[src/rtl/uart_rx_ctrl_if.sv]
// uart_rx_ctrl_if
//   Groups the serial-side inputs and parallel-side outputs of uart_rx_ctrl.
//   Signal names are prefixed from the receiver's point of view.
//   master : line/baud side; drives i_rx, i_sample_tick and observes the results
//   slave  : the receiver (uart_rx_ctrl)
//   i_rx           serial line, idle high, already synchronised
//   i_sample_tick  one-clk enable, OVERSAMPLE per bit period
//   o_rx_data      last good word
//   o_rx_valid     one-cycle pulse, o_rx_data updated
//   o_frame_error  one-cycle pulse, stop bit sampled low
//   o_parity_error one-cycle pulse alongside o_rx_valid on parity mismatch
//   o_busy         high whenever the receiver is not idle
interface uart_rx_ctrl_if #(
   parameter int unsigned DATA_BITS = 8
);
   logic                 i_rx;
   logic                 i_sample_tick;
   logic [DATA_BITS-1:0] o_rx_data;
   logic                 o_rx_valid;
   logic                 o_frame_error;
   logic                 o_parity_error;
   logic                 o_busy;

   modport master (
      output i_rx, i_sample_tick,
      input  o_rx_data, o_rx_valid, o_frame_error, o_parity_error, o_busy
   );

   modport slave (
      input  i_rx, i_sample_tick,
      output o_rx_data, o_rx_valid, o_frame_error, o_parity_error, o_busy
   );
endinterface

[src/rtl/uart_rx_ctrl.sv]
// uart_rx_ctrl
//   UART receive engine: FSM with integrated oversample tick counter, bit
//   counter and shift register. Samples the line at the middle of each bit,
//   validates the start bit, and reports each frame with one-cycle pulses.
//   Optional feature macro: UART_RX_PARITY_EN (adds one parity bit per frame,
//   checked as even or odd according to PARITY_ODD).
// Ports:
//   i_clk    clock
//   i_reset  synchronous, active-high reset
//   bus      uart_rx_ctrl_if.slave: i_rx, i_sample_tick in;
//            o_rx_data, o_rx_valid, o_frame_error, o_parity_error, o_busy out
module uart_rx_ctrl #(
   parameter int unsigned OVERSAMPLE = 16,
   parameter int unsigned DATA_BITS  = 8,
   parameter int unsigned PARITY_ODD = 0
) (
   input logic           i_clk,
   input logic           i_reset,
   uart_rx_ctrl_if.slave bus
);
   localparam int unsigned   TW        = $clog2(OVERSAMPLE);
   localparam int unsigned   BW        = $clog2(DATA_BITS);
   localparam logic [TW-1:0] HALF_LAST = TW'(OVERSAMPLE / 2 - 1);
   localparam logic [TW-1:0] BIT_LAST  = TW'(OVERSAMPLE - 1);
   localparam logic [BW-1:0] DATA_LAST = BW'(DATA_BITS - 1);

   if ((OVERSAMPLE < 4) || ((OVERSAMPLE % 2) != 0)) begin : g_bad_oversample
      $error("uart_rx_ctrl: OVERSAMPLE must be even and >= 4");
   end
   if ((DATA_BITS < 5) || (DATA_BITS > 9)) begin : g_bad_data_bits
      $error("uart_rx_ctrl: DATA_BITS must be 5..9");
   end
   if (PARITY_ODD > 1) begin : g_bad_parity_odd
      $error("uart_rx_ctrl: PARITY_ODD must be 0 or 1");
   end

   typedef enum logic [2:0] {
      ST_IDLE,
      ST_START,
      ST_DATA,
`ifdef UART_RX_PARITY_EN
      ST_PARITY,
`endif
      ST_STOP,
      ST_BRK
   } state_t;

   state_t               r_state;
   logic [TW-1:0]        r_tick_cnt;
   logic [BW-1:0]        r_bit_cnt;
   logic [DATA_BITS-1:0] r_shift;
   logic [DATA_BITS-1:0] r_rx_data;
   logic                 r_rx_valid;
   logic                 r_frame_error;
   logic                 r_busy;
`ifdef UART_RX_PARITY_EN
   logic                 r_par_err;
   logic                 r_parity_error;
`endif

   logic w_rx;
   logic w_tick;

   assign w_rx   = bus.i_rx;
   assign w_tick = bus.i_sample_tick;

   always_ff @(posedge i_clk) begin
      if (i_reset) begin
         r_state       <= ST_IDLE;
         r_tick_cnt    <= '0;
         r_bit_cnt     <= '0;
         r_shift       <= '0;
         r_rx_data     <= '0;
         r_rx_valid    <= 1'b0;
         r_frame_error <= 1'b0;
         r_busy        <= 1'b0;
`ifdef UART_RX_PARITY_EN
         r_par_err      <= 1'b0;
         r_parity_error <= 1'b0;
`endif
      end else begin
         // Result pulses last exactly one clk regardless of tick spacing.
         r_rx_valid    <= 1'b0;
         r_frame_error <= 1'b0;
`ifdef UART_RX_PARITY_EN
         r_parity_error <= 1'b0;
`endif
         if (w_tick) begin
            case (r_state)
               ST_IDLE: begin
                  if (!w_rx) begin
                     r_state    <= ST_START;
                     r_tick_cnt <= '0;
                     r_busy     <= 1'b1;
                  end
               end

               ST_START: begin
                  if (r_tick_cnt == HALF_LAST) begin
                     if (w_rx) begin
                        // Line back high at mid start bit: glitch, not a frame.
                        r_state <= ST_IDLE;
                        r_busy  <= 1'b0;
                     end else begin
                        r_state    <= ST_DATA;
                        r_tick_cnt <= '0;
                        r_bit_cnt  <= '0;
                     end
                  end else begin
                     r_tick_cnt <= r_tick_cnt + TW'(1);
                  end
               end

               ST_DATA: begin
                  if (r_tick_cnt == BIT_LAST) begin
                     r_tick_cnt <= '0;
                     // LSB arrives first, so shift right and enter at the MSB.
                     r_shift    <= {w_rx, r_shift[DATA_BITS-1:1]};
                     if (r_bit_cnt == DATA_LAST) begin
`ifdef UART_RX_PARITY_EN
                        r_state <= ST_PARITY;
`else
                        r_state <= ST_STOP;
`endif
                     end else begin
                        r_bit_cnt <= r_bit_cnt + BW'(1);
                     end
                  end else begin
                     r_tick_cnt <= r_tick_cnt + TW'(1);
                  end
               end

`ifdef UART_RX_PARITY_EN
               ST_PARITY: begin
                  if (r_tick_cnt == BIT_LAST) begin
                     r_tick_cnt <= '0;
                     r_par_err  <= w_rx ^ (^r_shift) ^ 1'(PARITY_ODD);
                     r_state    <= ST_STOP;
                  end else begin
                     r_tick_cnt <= r_tick_cnt + TW'(1);
                  end
               end
`endif

               ST_STOP: begin
                  if (r_tick_cnt == BIT_LAST) begin
                     r_tick_cnt <= '0;
                     if (w_rx) begin
                        r_rx_data  <= r_shift;
                        r_rx_valid <= 1'b1;
`ifdef UART_RX_PARITY_EN
                        r_parity_error <= r_par_err;
`endif
                        r_state    <= ST_IDLE;
                        r_busy     <= 1'b0;
                     end else begin
                        r_frame_error <= 1'b1;
                        r_state       <= ST_BRK;
                     end
                  end else begin
                     r_tick_cnt <= r_tick_cnt + TW'(1);
                  end
               end

               ST_BRK: begin
                  // A held-low line must return high before a new start bit.
                  if (w_rx) begin
                     r_state <= ST_IDLE;
                     r_busy  <= 1'b0;
                  end
               end

               default: begin
                  r_state <= ST_IDLE;
                  r_busy  <= 1'b0;
               end
            endcase
         end
      end
   end

   assign bus.o_rx_data     = r_rx_data;
   assign bus.o_rx_valid    = r_rx_valid;
   assign bus.o_frame_error = r_frame_error;
   assign bus.o_busy        = r_busy;
`ifdef UART_RX_PARITY_EN
   assign bus.o_parity_error = r_parity_error;
`else
   assign bus.o_parity_error = 1'b0;
`endif
endmodule

[src/flat_wrapper.sv]
// flat-port wrapper written by rule: the top's interface ports become plain ports
module uart_rx_ctrl_flat 
#(
   parameter int unsigned OVERSAMPLE = 16,
   parameter int unsigned DATA_BITS  = 8,
   parameter int unsigned PARITY_ODD = 0
)
  (i_clk, i_reset, bus_i_rx, bus_i_sample_tick, bus_o_rx_data, bus_o_rx_valid, bus_o_frame_error, bus_o_parity_error, bus_o_busy);
  uart_rx_ctrl_if #(.DATA_BITS(DATA_BITS)) bus_i ();
  input logic i_clk;
  input logic i_reset;
  input wire logic [$bits(bus_i.i_rx)-1:0] bus_i_rx;
  input wire logic [$bits(bus_i.i_sample_tick)-1:0] bus_i_sample_tick;
  output wire logic [$bits(bus_i.o_rx_data)-1:0] bus_o_rx_data;
  output wire logic [$bits(bus_i.o_rx_valid)-1:0] bus_o_rx_valid;
  output wire logic [$bits(bus_i.o_frame_error)-1:0] bus_o_frame_error;
  output wire logic [$bits(bus_i.o_parity_error)-1:0] bus_o_parity_error;
  output wire logic [$bits(bus_i.o_busy)-1:0] bus_o_busy;
  assign bus_i.i_rx = bus_i_rx;
  assign bus_i.i_sample_tick = bus_i_sample_tick;
  assign bus_o_rx_data = bus_i.o_rx_data;
  assign bus_o_rx_valid = bus_i.o_rx_valid;
  assign bus_o_frame_error = bus_i.o_frame_error;
  assign bus_o_parity_error = bus_i.o_parity_error;
  assign bus_o_busy = bus_i.o_busy;
  uart_rx_ctrl #(.OVERSAMPLE(OVERSAMPLE), .DATA_BITS(DATA_BITS), .PARITY_ODD(PARITY_ODD)) u_core (.i_clk(i_clk), .i_reset(i_reset), .bus(bus_i));
endmodule
[config.mk]
export PLATFORM = sky130hd
export DESIGN_NAME = uart_rx_ctrl_flat
export DESIGN_NICKNAME = d
export VERILOG_FILES = /design/src/rtl/uart_rx_ctrl_if.sv /design/src/rtl/uart_rx_ctrl.sv /design/src/flat_wrapper.sv
export SDC_FILE = /design/constraint.sdc
export NUM_CORES = 1
export LEC_CHECK = 0
export ABC_CLOCK_PERIOD_IN_PS = 2900
export CORE_ASPECT_RATIO = 1.25
export CORE_MARGIN = 2
export CORE_UTILIZATION = 42
export CTS_CLUSTER_SIZE = 40
export DETAILED_ROUTE_END_ITERATION = 8
export SYNTH_ARGS = -nofsm -noshare
export SYNTH_HDL_FRONTEND = slang
export SYNTH_SLANG_ARGS = --single-unit
[constraint.sdc]
create_clock -name i_clk -period 2.9 [get_ports i_clk]
set_clock_uncertainty 0.05 [all_clocks]
set_input_delay 0.87 -clock i_clk [delete_from_list [all_inputs] [get_ports i_clk]]
set_output_delay 0.87 -clock i_clk [all_outputs]
set_load 0.1 [all_outputs]
======== Word-level counts from Yosys, hierarchy flattened ========
Index checks and enable logic that the tools add are counted.
word-level totals
  word-level logic and storage cells ...... 65
  output and inout bits ................... 12
  input port bits ......................... 4
  flip-flop bits (word level) ............. 29
cells by class
  reduce and logical (&&, ||, !) cells .... 11
  bitwise gates (word level) .............. 4
  eq/ne operators ......................... 15
  $add $sub $neg .......................... 2
  multiplexer cells ....................... 25
operators with widths
  kind                 number
  $mux 3               11
  $pmux 3 s5           1
  $mux 4               3
  $pmux 4 s3           1
  $ne 2x1->1 const B   4
  $ne 2x2->1 const B   4
  $reduce_and 7->1     1
  $eq 3x2->1 const B   2
  $eq 3x3->1 const B   2
  $mux 1               6
  $pmux 3 s2           1
  $reduce_and 6->1     1
  $pmux 1 s5           1
  $reduce_and 5->1     1
  $add 4x1->4 const B  1
  $eq 4x3->1 const B   1
  $eq 4x4->1 const B   1
  $not 1->1            4
  $reduce_and 4->1     1
  $reduce_or 4->1      1
  $add 3x1->3 const B  1
  $eq 3x1->1 const B   1
  $logic_not 3->1      1
  $reduce_and 3->1     1
  5 further kinds      5

======== Depth between registers and ports, before layout ========
  depth in word-level cells ............... 4
  depth in mapped cells ................... 6
  gate-level depth less buffers ........... 6

======== Least setup slack after synthesis ========
No wires, ideal clock.
  kind .................................... input to register
  start ................................... in bus_i_rx
  end ..................................... reg u_core.r_bit_cnt[1]
  required time ........................... 2.780 ns
  library setup time ...................... 0.070 ns
  arrival ................................. 2.170 ns
  path buffers ............................ 1
  cell stages on the path ................. 5
  setup slack ............................. 0.610 ns
  cell sequence ........................... buf_6 -> or3b_1 -> a21o_1 -> or4b_1 -> a21oi_1
on the way
  longest elaborated chain between the ends .. 2
ends and longest elaborated chain
  item                        RTL line             source
  start, declared             flat_wrapper.sv:12   input wire logic [$bits(bus_i.i_rx)-1:0] bus_i_rx;
  $ne 2x2->1 (no line)        --
  $reduce_and 6->1 (no line)  --
  end signal, assigned        uart_rx_ctrl.sv:126  r_bit_cnt <= r_bit_cnt + BW'(1);
  end, declared               uart_rx_ctrl.sv:50   logic [BW-1:0] r_bit_cnt;
No other way between the ends.
A chain may end at the register's enable or synchronous reset.

======== Worst setup path after layout ========
  start ................................... in bus_i_sample_tick
  end ..................................... reg u_core.r_tick_cnt[0]
on the way
  longest elaborated chain between the ends .. 1
ends and longest elaborated chain
  item                        RTL line             source
  start, declared             flat_wrapper.sv:13   input wire logic [$bits(bus_i.i_sample_tick)-1:0] bus_i_sample_tick;
  $reduce_and 2->1 (no line)  --
  end signal, assigned        uart_rx_ctrl.sv:110  r_tick_cnt <= r_tick_cnt + TW'(1);
  end signal, assigned        uart_rx_ctrl.sv:129  r_tick_cnt <= r_tick_cnt + TW'(1);
  end signal, assigned        uart_rx_ctrl.sv:161  r_tick_cnt <= r_tick_cnt + TW'(1);
  end, declared               uart_rx_ctrl.sv:49   logic [TW-1:0] r_tick_cnt;
No other way between the ends.

==> flow_summary_export.csv <==
group,metric,value,unit
global_routing,grt_use_met1,17.7,%
global_routing,grt_use_met2,29.2,%
placed_design,io_buffers,14,
logic_synthesis,netlist_instances,154,
pwr,p_per_area,497,nW/um^2
layout,nFillCells,302,
critical_path,slowest_delay,0.61,ns
logic_synthesis,synth_seq_area_share,41.5,%
timing,slew_headroom,53.8,%
layout,synthToLayoutAreaGrowth,15.8,%
logic_synthesis,synth_top_area_share,41.5,%
critical_path,startpoint_type,"input pin",
layout,layout.nets,177,
logic_synthesis,synth_cell_types,39,
placed_design,hpwl,1980,um
detailed_routing,postRouteAntennaNets,0,
global_routing,grt.met3_usage,4.85,%
logic_synthesis,ys_ff_latch,29,
detailed_routing,routedWlPerCell,13.4,um
cts,clkSlewWorstSetupHoldPaths,0.06,ns
critical_path,worst_ep_arrival_time,2.56,ns
layout,drive_gt1_share,15.2,%
logic_synthesis,yosys_warnings,0,
cts,ctsResizeCount,0,
detailed_routing,drt_iter0_markers,15,
timing,worst_pin_slew,0.693,ns
cts,cts_buffers,5,
placed_design,gp_congestion,0.837,
timing,hold_ws,0.430,ns
cts,cts.path.max_buffers,2,
global_routing,grt_usage,16.5,%
logic_synthesis,synth_edf_count,0,
hold_path,worstHoldStart,"u_core.r_bit_cnt[2]",
layout,regArea,581,um^2
logic_synthesis,syn-mean-instance-area,9.08,um^2
floorplanning,die_h,68.5,um
timing,setup_tns,0,ns
cts,insertion_delay,0.27,ns
floorplanning,rows,23,
critical_path,crit_path_top_delay_cell,"clkdlybuf4s50_1",
floorplanning,die-area,3810,um^2
global_routing,grt.busiest_layer,"met2",
pwr,p_leak,0.000665,uW
critical_path,worst_ep_required_time,3.00,ns
logic_synthesis,synth_area_leaders,"dfxtp_1, mux2i_1, nor2_1, a21oi_1, nand2b_1",
critical_path,critical-path-top-delay-family,"compound AO/OA/AOI/OAI gates",
pwr,power_frac_seq,51.7,%
critical_path,critPathKind,"input pin to flop",
detailed_routing,finalWirelength,2790,um
pwr,pwr-share-clk,38.6,%
cts,cts-root-buf,"clkbuf_8",
timing,min_period,2.46,ns
hold_path,hold_depth,2,
global_routing,grt_pass1_wl,4880,um
global_routing,antenna_found_initial,0,
layout,stdcell_count,208,
global_routing,grt_pass1_vias,1130,
floorplanning,start_util,43.8,%
timing,rsz0062_at_grt,"no",
pwr,finalPower,805,uW
run,max_cap_viol_count,0,
floorplanning,die_x,55.6,um
layout,diodes,0,
critical_path,cp-end-kind,"flop",
critical_path,worstPathCellList,"clkdlybuf4s50_1 > nand2b_1 > o32ai_2 > nor2_1 > a2111oi_0",
critical_path,reg2regPathDepth,4,
detailed_routing,via_per_inst,5.50,
hold_path,hold_end,"u_core.r_bit_cnt[2]",
detailed_routing,drc,0,
placed_design,dpl_cell_area,1540,um^2
timing,fmax,406,MHz
timing,min_period_over_period,84.9,%
critical_path,rrSetupSlack,0.72,ns
logic_synthesis,synthTopCellsByCount,"dfxtp_1, nor2_1, mux2i_1, a21oi_1, o21ai_0",
floorplanning,pin_count,16,
detailed_routing,drtPass1Iterations,4,
cts,postCtsSetupBuffers,0,
global_routing,grt_max_degree,20,
layout,multiInputGateArea,757,um^2
cts,cts_sinks,29,
detailed_routing,num_vias,1143,
hold_path,min_path_type,"flop to flop",
timing,hold_violations,0,
floorplanning,core-area,3190,um^2
pwr,ir_worst_vdd,0.386,mV
pwr,p_int,598,uW
logic_synthesis,syn-num-nets,161,
layout,final_area,1620,um^2
timing,setup_viol,0,
cts,cts.hold.buffers_added,0,
cts,h-tree-depth,2,
critical_path,crit_fanout,8,
logic_synthesis,syn-cell-area,1400,um^2
logic_synthesis,ys_dominant_reg_cell,"dfxtp_1",
pwr,power_frac_comb,9.7,%
global_routing,globalRoute.totalOverflow,0,
logic_synthesis,yosysTopAreaCell,"dfxtp_1",
critical_path,reg2reg_to,"u_core.r_bit_cnt[1]",
timing,slew_violations,0,
cts,tritoncts,"built",
critical_path,r2r-start,"u_core.r_state[0]",
logic_synthesis,async_reset_ff_share,0,%
outcome,status,"completed",
placed_design,dp_cells,200,
critical_path,crit_buf_inv,1,
pwr,swShare,25.7,%
logic_synthesis,synth.most_common_cell,"dfxtp_1",
pwr,switchingPower,207,uW
metal layers:
layer	part of all wire, %	up-vias
li1	-	576
met1	42	544
met2	52	17
met3	4.1	6
met4	2.1	0
met5	0	-
stage by stage:
stage	utilization [%]	setup slack (ns)
6_report	50.7	0.439
5_1_grt	50.7	0.310
3_5_place_dp	48.1	0.153
2_1_floorplan	-	0.610
3_3_place_gp	48.1	0.249
4_1_cts	50.7	0.441
flip-flops by register name (all words and copies together) (netlist names):
| name | count |
|---|---|
| u_core.bus.o_rx_data | 8 |
| u_core.bus.o_rx_valid | 1 |
| u_core.bus.o_busy | 1 |
| u_core.bus.o_frame_error | 1 |
| u_core.r_bit_cnt | 3 |
| u_core.r_shift | 8 |
| u_core.r_tick_cnt | 4 |
| u_core.r_state | 3 |
worst register-to-register path, delay by kind of cell, from the launching register on:
kind             cells  cell delay, ns
AO/OA/AOI/OAI        2            0.37
AND/OR/NAND/NOR      2            0.96
flip-flops           1            0.73
layout by cell type, fill, tap and decap left out, types with 2 or more instances in the layout:
cell type,Yosys,layout
dfxtp_1,29,29
nand4_1,2,2
a211o_1,2,2
and2_1,2,2
clkbuf_8,0,5
clkinv_2,0,2
a21oi_1,10,10
mux2i_1,17,17
nor2_1,26,26
buf_4,1,16
nand3b_1,3,3
nand2_1,6,6
nand3_1,3,3
a311oi_1,2,2
or3b_1,2,2
o21ai_0,8,8
nand2b_1,7,7
or4b_1,2,2
clkdlybuf4s50_1,0,3
ha_1,3,3
a211oi_1,2,2
kinds of logic after synthesis:
family	count (synthesis)	share of synthesized area [%]
compound gates	31	14.8
xor+xnor	1	0.626
fa+ha+maj	3	2.68
buf+inv	11	4.38
flops	29	41.5
mux	17	12.2
other cells	1	0.268
simple gates	61	23.5
power by group through the flow:
stage / Sequential (uW) / Combinational [uW] / Clock (uW)
after global routing: 417 / 86.4 / 340
after global placement: 424 / 76.2 / 0
after detailed placement: 425 / 77.2 / 0
after CTS: 416 / 77.9 / 323
after floorplan: 423 / 63.8 / 0
final: 416 / 78.0 / 311
worst max-delay path by stage:
stage | startpoint | to | slack [ns] | cells past startpoint
final | bus_i_sample_tick | u_core.r_tick_cnt[0] | 0.44 | 5
after global routing | bus_i_sample_tick | u_core.r_bit_cnt[1] | 0.31 | 5
after CTS | bus_i_sample_tick | u_core.r_tick_cnt[0] | 0.44 | 5
after detailed placement | bus_i_sample_tick | u_core.r_tick_cnt[0] | 0.15 | 5
after global placement | bus_i_sample_tick | u_core.r_bit_cnt[1] | 0.25 | 5
after floorplan | bus_i_rx | u_core.r_bit_cnt[1] | 0.61 | 5
area by class of cell:
class,instances,share of cell area (%)
Timing Repair Buffer,19,9.27
Tap cell,37,2.86
Multi-Input combinational cell,114,46.7
Inverter,1,0.232
Clock inverter,2,0.618
Sequential cell,29,35.8
Clock buffer,6,4.48
No activity file was read; power rests on OpenSTA's default activity.
